`src/rtl/boreal_vns_interlock.sv`:
```
// -----------------------------------------------------------------------------
// Module: boreal_vns_interlock
//
// Purpose:
//   Safety interlock stage that sits directly after the autonomic dysreflexia
//   (AD) guard. It gates the VNS stimulation command using the guard's
//   ad_guard_active flag. When the guard trips, the amplitude ramps down to
//   zero and a timed lockout follows. Stimulation re-arms only after
//   CLEAR_WINDOWS consecutive clean guard evaluations.
//
// Ports:
//   clk                 in   1      system clock
//   rst                 in   1      asynchronous, active-high reset
//   stim_req_i          in   1      upstream controller requests stimulation
//   stim_amp_req_i      in   AMP_W  requested amplitude (unsigned)
//   ad_guard_active_i   in   1      AD guard interlock flag (level)
//   guard_eval_stb_i    in   1      one-cycle pulse per guard evaluation window
//   fault_ack_i         in   1      clinician acknowledge pulse (optional feature)
//   stim_en_o           out  1      stimulation enable to the VNS driver
//   stim_amp_o          out  AMP_W  gated amplitude
//   il_state_o          out  2      0=ARMED 1=RAMP_DOWN 2=LOCKOUT 3=REARM
//   trip_count_o        out  8      trips since reset, saturating at 255
//
// Configuration macro:
//   VNS_FAULT_ACK_EN - when defined, leaving REARM for ARMED also needs a
//   fault_ack_i pulse seen while in REARM. When undefined, fault_ack_i is
//   ignored.
// -----------------------------------------------------------------------------
module boreal_vns_interlock #(
    parameter int AMP_W          = 12,
    parameter int RAMP_STEP      = 16,
    parameter int TICK_DIV       = 1000,
    parameter int LOCKOUT_CYCLES = 1000000,
    parameter int CLEAR_WINDOWS  = 3
) (
    input  logic             clk,
    input  logic             rst,
    input  logic             stim_req_i,
    input  logic [AMP_W-1:0] stim_amp_req_i,
    input  logic             ad_guard_active_i,
    input  logic             guard_eval_stb_i,
    input  logic             fault_ack_i,
    output logic             stim_en_o,
    output logic [AMP_W-1:0] stim_amp_o,
    output logic [1:0]       il_state_o,
    output logic [7:0]       trip_count_o
);

    typedef enum logic [1:0] {
        ST_ARMED     = 2'd0,
        ST_RAMP_DOWN = 2'd1,
        ST_LOCKOUT   = 2'd2,
        ST_REARM     = 2'd3
    } state_t;

    localparam int TICK_W = (TICK_DIV > 1) ? $clog2(TICK_DIV) : 1;
    localparam int LOCK_W = (LOCKOUT_CYCLES > 1) ? $clog2(LOCKOUT_CYCLES) : 1;
    localparam int CLR_W  = $clog2(CLEAR_WINDOWS + 1);

    localparam logic [TICK_W-1:0] TICK_LAST = TICK_W'(TICK_DIV - 1);
    localparam logic [LOCK_W-1:0] LOCK_LAST = LOCK_W'(LOCKOUT_CYCLES - 1);
    localparam logic [CLR_W-1:0]  CLR_DONE  = CLR_W'(CLEAR_WINDOWS);
    localparam logic [AMP_W:0]    STEP_EXT  = (AMP_W + 1)'(RAMP_STEP);

    state_t             state_q, state_d;
    logic [TICK_W-1:0]  tickCnt_q, tickCnt_d;
    logic [LOCK_W-1:0]  lockCnt_q, lockCnt_d;
    logic [CLR_W-1:0]   clearCnt_q, clearCnt_d;
    logic               stimEn_q, stimEn_d;
    logic [AMP_W-1:0]   stimAmp_q, stimAmp_d;
    logic [7:0]         tripCnt_q, tripCnt_d;

    logic [AMP_W-1:0]   rampedAmp;
    logic [7:0]         tripInc;
    logic [CLR_W-1:0]   clearNext;
    logic               ackOk;

`ifdef VNS_FAULT_ACK_EN
    // Acknowledge latch: remembers a fault_ack pulse for the rest of the
    // current REARM visit so the ack may arrive before or after the clean
    // windows are complete.
    logic ackSeen_q, ackSeen_d;

    always_ff @(posedge clk or posedge rst) begin
        if (rst) begin
            ackSeen_q <= 1'b0;
        end else begin
            ackSeen_q <= ackSeen_d;
        end
    end

    always_comb begin
        ackSeen_d = 1'b0;
        if (state_q == ST_REARM && state_d == ST_REARM) begin
            ackSeen_d = ackSeen_q | fault_ack_i;
        end
    end

    assign ackOk = ackSeen_q | fault_ack_i;
`else
    logic unused_fault_ack;
    assign unused_fault_ack = fault_ack_i;
    assign ackOk            = 1'b1;
`endif

    // Saturating helpers shared by the trip paths and the ramp step.
    always_comb begin
        rampedAmp = '0;
        if ({1'b0, stimAmp_q} > STEP_EXT) begin
            rampedAmp = stimAmp_q - STEP_EXT[AMP_W-1:0];
        end
        tripInc = (tripCnt_q == 8'hFF) ? tripCnt_q : tripCnt_q + 8'd1;
    end

    // Next-state and registered-output logic for the interlock FSM.
    always_comb begin
        state_d    = state_q;
        tickCnt_d  = tickCnt_q;
        lockCnt_d  = lockCnt_q;
        clearCnt_d = clearCnt_q;
        stimEn_d   = stimEn_q;
        stimAmp_d  = stimAmp_q;
        tripCnt_d  = tripCnt_q;
        clearNext  = clearCnt_q;

        case (state_q)
            ST_ARMED: begin
                if (ad_guard_active_i) begin
                    // Trip wins over the request: amplitude is held so the
                    // ramp starts from what the driver is currently delivering.
                    state_d   = ST_RAMP_DOWN;
                    tickCnt_d = '0;
                    tripCnt_d = tripInc;
                    stimEn_d  = (stimAmp_q != '0);
                end else begin
                    stimEn_d  = stim_req_i;
                    stimAmp_d = stim_req_i ? stim_amp_req_i : '0;
                end
            end

            ST_RAMP_DOWN: begin
                if (stimAmp_q == '0) begin
                    state_d   = ST_LOCKOUT;
                    lockCnt_d = '0;
                    tickCnt_d = '0;
                    stimEn_d  = 1'b0;
                end else if (tickCnt_q == TICK_LAST) begin
                    tickCnt_d = '0;
                    stimAmp_d = rampedAmp;
                    stimEn_d  = (rampedAmp != '0);
                end else begin
                    tickCnt_d = tickCnt_q + 1'b1;
                    stimEn_d  = 1'b1;
                end
            end

            ST_LOCKOUT: begin
                stimEn_d  = 1'b0;
                stimAmp_d = '0;
                // A guard assertion restarts the full lockout period but is
                // not counted as a new trip.
                if (ad_guard_active_i) begin
                    lockCnt_d = '0;
                end else if (lockCnt_q == LOCK_LAST) begin
                    state_d    = ST_REARM;
                    lockCnt_d  = '0;
                    clearCnt_d = '0;
                end else begin
                    lockCnt_d = lockCnt_q + 1'b1;
                end
            end

            ST_REARM: begin
                stimEn_d  = 1'b0;
                stimAmp_d = '0;
                if (guard_eval_stb_i && ad_guard_active_i) begin
                    state_d    = ST_LOCKOUT;
                    lockCnt_d  = '0;
                    clearCnt_d = '0;
                    tripCnt_d  = tripInc;
                end else begin
                    if (guard_eval_stb_i && clearCnt_q != CLR_DONE) begin
                        clearNext = clearCnt_q + 1'b1;
                    end
                    clearCnt_d = clearNext;
                    if (clearNext == CLR_DONE && ackOk) begin
                        state_d    = ST_ARMED;
                        clearCnt_d = '0;
                    end
                end
            end

            default: begin
                state_d   = ST_ARMED;
                stimEn_d  = 1'b0;
                stimAmp_d = '0;
            end
        endcase
    end

    // State and output registers; reset clears everything immediately,
    // including a ramp or lockout in progress.
    always_ff @(posedge clk or posedge rst) begin
        if (rst) begin
            state_q    <= ST_ARMED;
            tickCnt_q  <= '0;
            lockCnt_q  <= '0;
            clearCnt_q <= '0;
            stimEn_q   <= 1'b0;
            stimAmp_q  <= '0;
            tripCnt_q  <= '0;
        end else begin
            state_q    <= state_d;
            tickCnt_q  <= tickCnt_d;
            lockCnt_q  <= lockCnt_d;
            clearCnt_q <= clearCnt_d;
            stimEn_q   <= stimEn_d;
            stimAmp_q  <= stimAmp_d;
            tripCnt_q  <= tripCnt_d;
        end
    end

    assign stim_en_o    = stimEn_q;
    assign stim_amp_o   = stimAmp_q;
    assign il_state_o   = state_q;
    assign trip_count_o = tripCnt_q;

endmodule
```
`config.mk`:
```
export PLATFORM = sky130hd
export DESIGN_NAME = boreal_vns_interlock
export DESIGN_NICKNAME = d
export VERILOG_FILES = /design/src/rtl/boreal_vns_interlock.sv
export SDC_FILE = /design/constraint.sdc
export NUM_CORES = 1
export LEC_CHECK = 0
export CAP_MARGIN = 10
export CORE_ASPECT_RATIO = 1.1
export CORE_MARGIN = 2
export CORE_UTILIZATION = 45
export CTS_BUF_LIST = sky130_fd_sc_hd__clkbuf_4
export CTS_CLUSTER_SIZE = 16
export DETAILED_ROUTE_END_ITERATION = 16
export PLACE_DENSITY = 0.67
export SYNTH_ARGS = -nofsm -noshare
export SYNTH_HDL_FRONTEND = slang
export SYNTH_SLANG_ARGS = --single-unit
```
`constraint.sdc`:
```
create_clock -name clk -period 4.2 [get_ports clk]
set_clock_uncertainty 0.2 [all_clocks]
set_input_delay 0.63 -clock clk [delete_from_list [all_inputs] [get_ports clk]]
set_output_delay 0.63 -clock clk [all_outputs]
set_load 0.005 [all_outputs]
```
==> impl_metrics.py <==
metrics = {
    "outcome": {
        "outcome": "complete, no violations",
    },
    "routing": {
        "routed_wl_mm": 6.91,
        "wl_per_cell_um": 14.7,
        "final_antenna_net_count": 0,
        "drt_pass1_iterations": 4,
        "routed_via_density": 5.73,
        "drc": 0,
        "initialDrtViolationCount": 145,
        "vias": 2701,
    },
    "synth": {
        "yosysTopAreaCellShare": 0.425,
        "syn_inst": 348,
        "synth_largest_area_cell": "dfrtp_1",
        "syn_avg_cell_area_um2": 9.30,
        "yosysWarnings": 0,
        "synth_nets": 376,
        "synthDistinctLibCells": 54,
        "synthTopCellsByCount": "55 x dfrtp_1, 35 x nand2_1, 28 x nor2_1, 24 x o21ai_0",
        "ys_seq_area_frac": 0.425,
        "synth_edf_count": 0,
        "synth_most_common_cell": "dfrtp_1",
        "syn-cell-area_um2": 3240,
        "async_flop_share": 1.00,
        "ys_ff_latch": 55,
        "synthTopCellsByArea": "dfrtp_1 43%, nand2_1 4.1%, xor2_1 4.1%, ha_1 3.9%, o21ai_0 3.7%",
        "synthFlopType": "dfrtp_1",
    },
    "run": {
        "drv_cap": 0,
    },
    "timing": {
        "rsz0062_at_grt": "no",
        "slew_headroom": 0.334,
        "fin_setup_tns_ps": 0,
        "fin_ws_ps": 1460,
        "holdWs_ps": 297,
        "period_needed_ps": 2740,
        "worstMarginPinSlew_ps": 992,
        "fin_crit_sh": 0.652,
        "drv_slew": 0,
        "setup_viol": 0,
        "hold_viol_final": 0,
        "fmax_ghz": 0.365,
    },
    "cts": {
        "cts.clk_slew.worst_paths_ps": 150,
        "ctsResizeCount": 0,
        "cts_buffers": 5,
        "clockRootBuffer": "clkbuf_4",
        "hold_buffers": 0,
        "cts_tree": "yes",
        "cts.sinks": 55,
        "insertion_delay_ps": 380,
        "cts_buffer_depth": 2,
        "postCtsSetupBuffers": 0,
        "htree_levels": 2,
    },
    "critical_path": {
        "r2r_cells": 7,
        "worst_r2r_endpoint": "lockCnt_q[11]",
        "start_kind": "register",
        "endpoint_kind": "register",
        "cp.arrival_ps": 2780,
        "critPathMaxFanout": 16,
        "r2r_slack_ps": 1460,
        "r2r-start": "stim_amp_o[4]",
        "required_ps": 4240,
        "path_class": "register to register",
    },
    "finish": {
        "n_antenna_cell": 0,
        "syn2layout_area_growth_pct": 15.9,
        "drive_gt1_frac": 0.0570,
        "fin_area_um2": 3750,
        "fin_util": 0.535,
        "fillCellCount": 678,
        "fin_nets": 413,
    },
    "grt": {
        "grt_util_all_layers": 0.188,
        "first_global_vias": 2646,
        "grt_pass1_wl_mm": 12.3,
        "antenna_found_initial": 0,
        "grt_max_degree": 37,
        "overflow": 0,
    },
    "place": {
        "pre_cts_ws_ps": 1050,
        "gp_congestion": 0.850,
        "port_buffers": 39,
        "dp_hpwl_mm": 5.09,
        "placed_area_um2": 3690,
    },
    "worst_hold_path": {
        "min_path_cells": 1,
        "holdCritStartpoint": "trip_count_o[6]",
        "hold_end": "trip_count_o[6]",
        "hold_class": "register to register",
    },
    "power_and_ir_drop": {
        "vdd_drop_max_mv": 0.315,
        "p_leak_nw": 1.53,
        "p_per_area_nw_per_um2": 570,
    },
    "floorplanning": {
        "ioPinCount": 41,
        "die_x_um": 84.9,
        "initial_core_util": 0.462,
        "die_h_um": 92.9,
        "core-area_um2": 7010,
        "dieArea_um2": 7890,
        "num_rows": 32,
    },
}
==> power breakdown <==
group	internal [mW]	leakage (nW)	switching, mW	total (mW)
Clock	0.0787	0.0361	0.161	0.239
Combinational	0.492	0.750	0.636	1.13
Sequential	0.627	0.746	0.142	0.769
Total	1.20	1.53	0.939	2.14
==> placed cells by master (no fill, tap or decap), drive strengths merged, types with 2 or more instances in the layout <==
master,synthesis,layout
dfrtp,55,55
clkdlybuf4s50,0,39
nand2,35,35
nor2,29,29
o21ai,25,25
a21oi,15,15
xor2,15,15
nand4,15,15
nand3,14,14
inv,12,12
or3,11,11
nor3,10,10
ha,10,10
and3,8,8
nand2b,8,8
nor4,8,8
xnor2,7,7
clkbuf,5,7
a22o,6,6
a221o,6,6
o41ai,4,4
and2,4,4
a31oi,3,3
o31ai,3,3
or4,3,3
nand3b,3,3
o22ai,3,3
nor4b,2,2
nand4b,2,2
o32a,2,2
and4,2,2
buf,6,2
nor3b,2,2
or3b,2,2
==> cells by family after synthesis <==
| logic type | Yosys count | share of synthesized area |
|---|---|---|
| compound gates | 75 | 0.158 |
| xor+xnor | 22 | 0.0596 |
| fa+ha+maj | 10 | 0.0387 |
| buf+inv | 23 | 0.0309 |
| flops | 55 | 0.425 |
| mux | 2 | 0.00657 |
| simple gates | 161 | 0.281 |
==> through the flow <==
step / total power [mW] / instances
global route: 2.33 / 471
CTS: 2.16 / 471
finish: 2.14 / 471
floorplan: 1.55 / 348
global placement: 1.89 / 463
detailed placement: 1.91 / 463
==> state kept, by name (all words and copies together), names as in the netlist <==
signal and count:
tickCnt_q 10, stim_amp_o 12, il_state_o 2, clearCnt_q 2
lockCnt_q 20, trip_count_o 8, stim_en_o 1
==> critical path: stages, from the launching register on <==
cell and delay, ps:
dfrtp_1 490, inv_1 110, ha_1 260, nor3b_2 370, a31o_4 340, nand2_1 190, nor2_2 540, nor2_1 100
==> area by class of cell <==
class / instances / area (um^2) / area share
clock buffers: 7 / 52.6 / 0.0140
clock inverters: 1 / 5.00 / 0.00133
inverters: 12 / 45.0 / 0.0120
multi-input cells: 270 / 1760 / 0.469
flip-flops and latches: 55 / 1380 / 0.367
well taps: 85 / 106 / 0.0284
repair buffers: 41 / 405 / 0.108
==> metal layers <==
metal  up-vias  part of all wire  GRT usage
met3         5             0.028     0.0321
met4         0            0.0083     0.0423
met5         -                 0          0
met1      1302              0.47      0.259
met2        35              0.49      0.312
li1       1359                 -          -
==> worst max-delay path by stage <==
| stage | startpoint | end | slack [ps] | cells after the start |
|---|---|---|---|---|
| floorplan | stim_amp_o[4] | lockCnt_q[18] | 1880 | 7 |
| global placement | ad_guard_active_i | lockCnt_q[18] | 1030 | 7 |
| detailed placement | ad_guard_active_i | lockCnt_q[18] | 1050 | 7 |
| CTS | stim_amp_o[4] | lockCnt_q[11] | 1420 | 7 |
| global route | stim_amp_o[4] | lockCnt_q[14] | 1170 | 7 |
| finish | stim_amp_o[4] | lockCnt_q[11] | 1460 | 7 |
No activity file was read; power rests on OpenSTA's default activity.
==> variant (same flow settings) <==
The parameter `AMP_W` goes from 12 to 24.
--- a/src/rtl/boreal_vns_interlock.sv
+++ b/src/rtl/boreal_vns_interlock.sv
@@ -29,3 +29,3 @@
 module boreal_vns_interlock #(
-    parameter int AMP_W          = 12,
+    parameter int AMP_W          = 24,
     parameter int RAMP_STEP      = 16,
Ports: changed (resized stim_amp_o and stim_amp_req_i); port bits go from 41 to 65. No check against the original RTL was run, so the function may have changed too.
==> variant against the original RTL <==
Global-route usage up 3.3 points. Synthesized cell count grew 34%. Synthesized area increased by 27%. Sequential cell count increased by 12. Die area rose by 25%. Non-clock buffer count up 31. Via count is 40% higher. Power grew 59%. Final area is 33% higher. Wire length is 48% higher. Largest cell class unchanged. Setup slack got worse by 0.74 ns.
==> variant: results (changes against the original RTL) <==
* Status: complete, no violations (unchanged)
* GP Congestion at 0.8690 (was 0.8504)
* Global Route Usage Sum at 0.2208 (was 0.1882)
* Hold_sp: lockCnt_q[5] (was trip_count_o[6])
* Number of global-route vias before repair at 3601 (was 2646)
* Largest net degree at the start of global routing at 40 (was 37)
* Met1 global-route usage at 0.3036 (was 0.2588)
* Register clock-pin slew on the reported worst setup and hold paths at 0.12 ns (was 0.15 ns)
* Slowest stage cell, crit path: nor4_1 (was nor2_2)
* Peak supply drop at 0.0003181 V (was 0.0003154 V)
* Number of buffers created by CTS at 9 (was 5)
* M1 WL at 4743 um (was 3262 um)
* Post-Route WL at 10240 um (was 6908 um)
* Met2 Track Usage GR at 0.3435 (was 0.3117)
* Synth top cells by count: dfrtp_1 (67), o21ai_0 (50), nor2_1 (49) (was dfrtp_1 (55), nand2_1 (35), nor2_1 (28))
* Combinational power at 0.00197 W (was 0.00113 W)
* Worst Setup EP: lockCnt_q[8] (was lockCnt_q[11])
* Worst reg2reg path startpoint: stim_amp_o[0] (was stim_amp_o[4])
* Cell Area, Placed at 4860 um2 (was 3692 um2)
* H-tree levels at 3 (was 2)
* Psw at 0.001617 W (was 0.0009393 W)
* R2R Setup Slk at 0.72 ns (was 1.46 ns)
* WP data arrival at 3.60 ns (was 2.78 ns)
* Share of power burned in registers at 0.313 (was 0.360)
* Share of post-route cells with drive strength above 1 at 0.06754 (was 0.05699)
* Crit-path max FO at 22 (was 16)
* Comb power frac at 0.578 (was 0.528)
* First-pass GRT wire length at 17560 um (was 12300 um)
* Register area share after synthesis at 0.4094 (was 0.4254)
-- variant: changes by cell type after synthesis, moves of 11 or more --
| cell | delta |
|---|---|
| a21oi_1 | +14 |
| clkbuf_1 | +14 |
| dfrtp_1 | +12 |
| nor2_1 | +21 |
| o21ai_0 | +26 |
| o21ai_1 | +12 |
| o31ai_1 | +11 |
-- variant: cells by family after synthesis --
logic type,synth area share
adders and majority gates,0.03361
DFF,0.4094
AOI/OAI and AO/OA,0.2255
buffers and inverters,0.03330
and+or+nand+nor,0.2450
muxes,0.01039
xor gates and xnor gates,0.04277
-- variant: layout make-up --
| cell class | instances | area (um2) | area share |
|---|---|---|---|
| Clock buffer | 9 | 67.56 | 0.01360 |
| Multi-Input combinational cell | 366 | 2293 | 0.4615 |
| Clock inverter | 6 | 42.54 | 0.008560 |
| Sequential cell | 67 | 1677 | 0.3374 |
| Tap cell | 114 | 142.6 | 0.02870 |
| Inverter | 13 | 48.80 | 0.009819 |
| Timing Repair Buffer | 72 | 698.2 | 0.1405 |
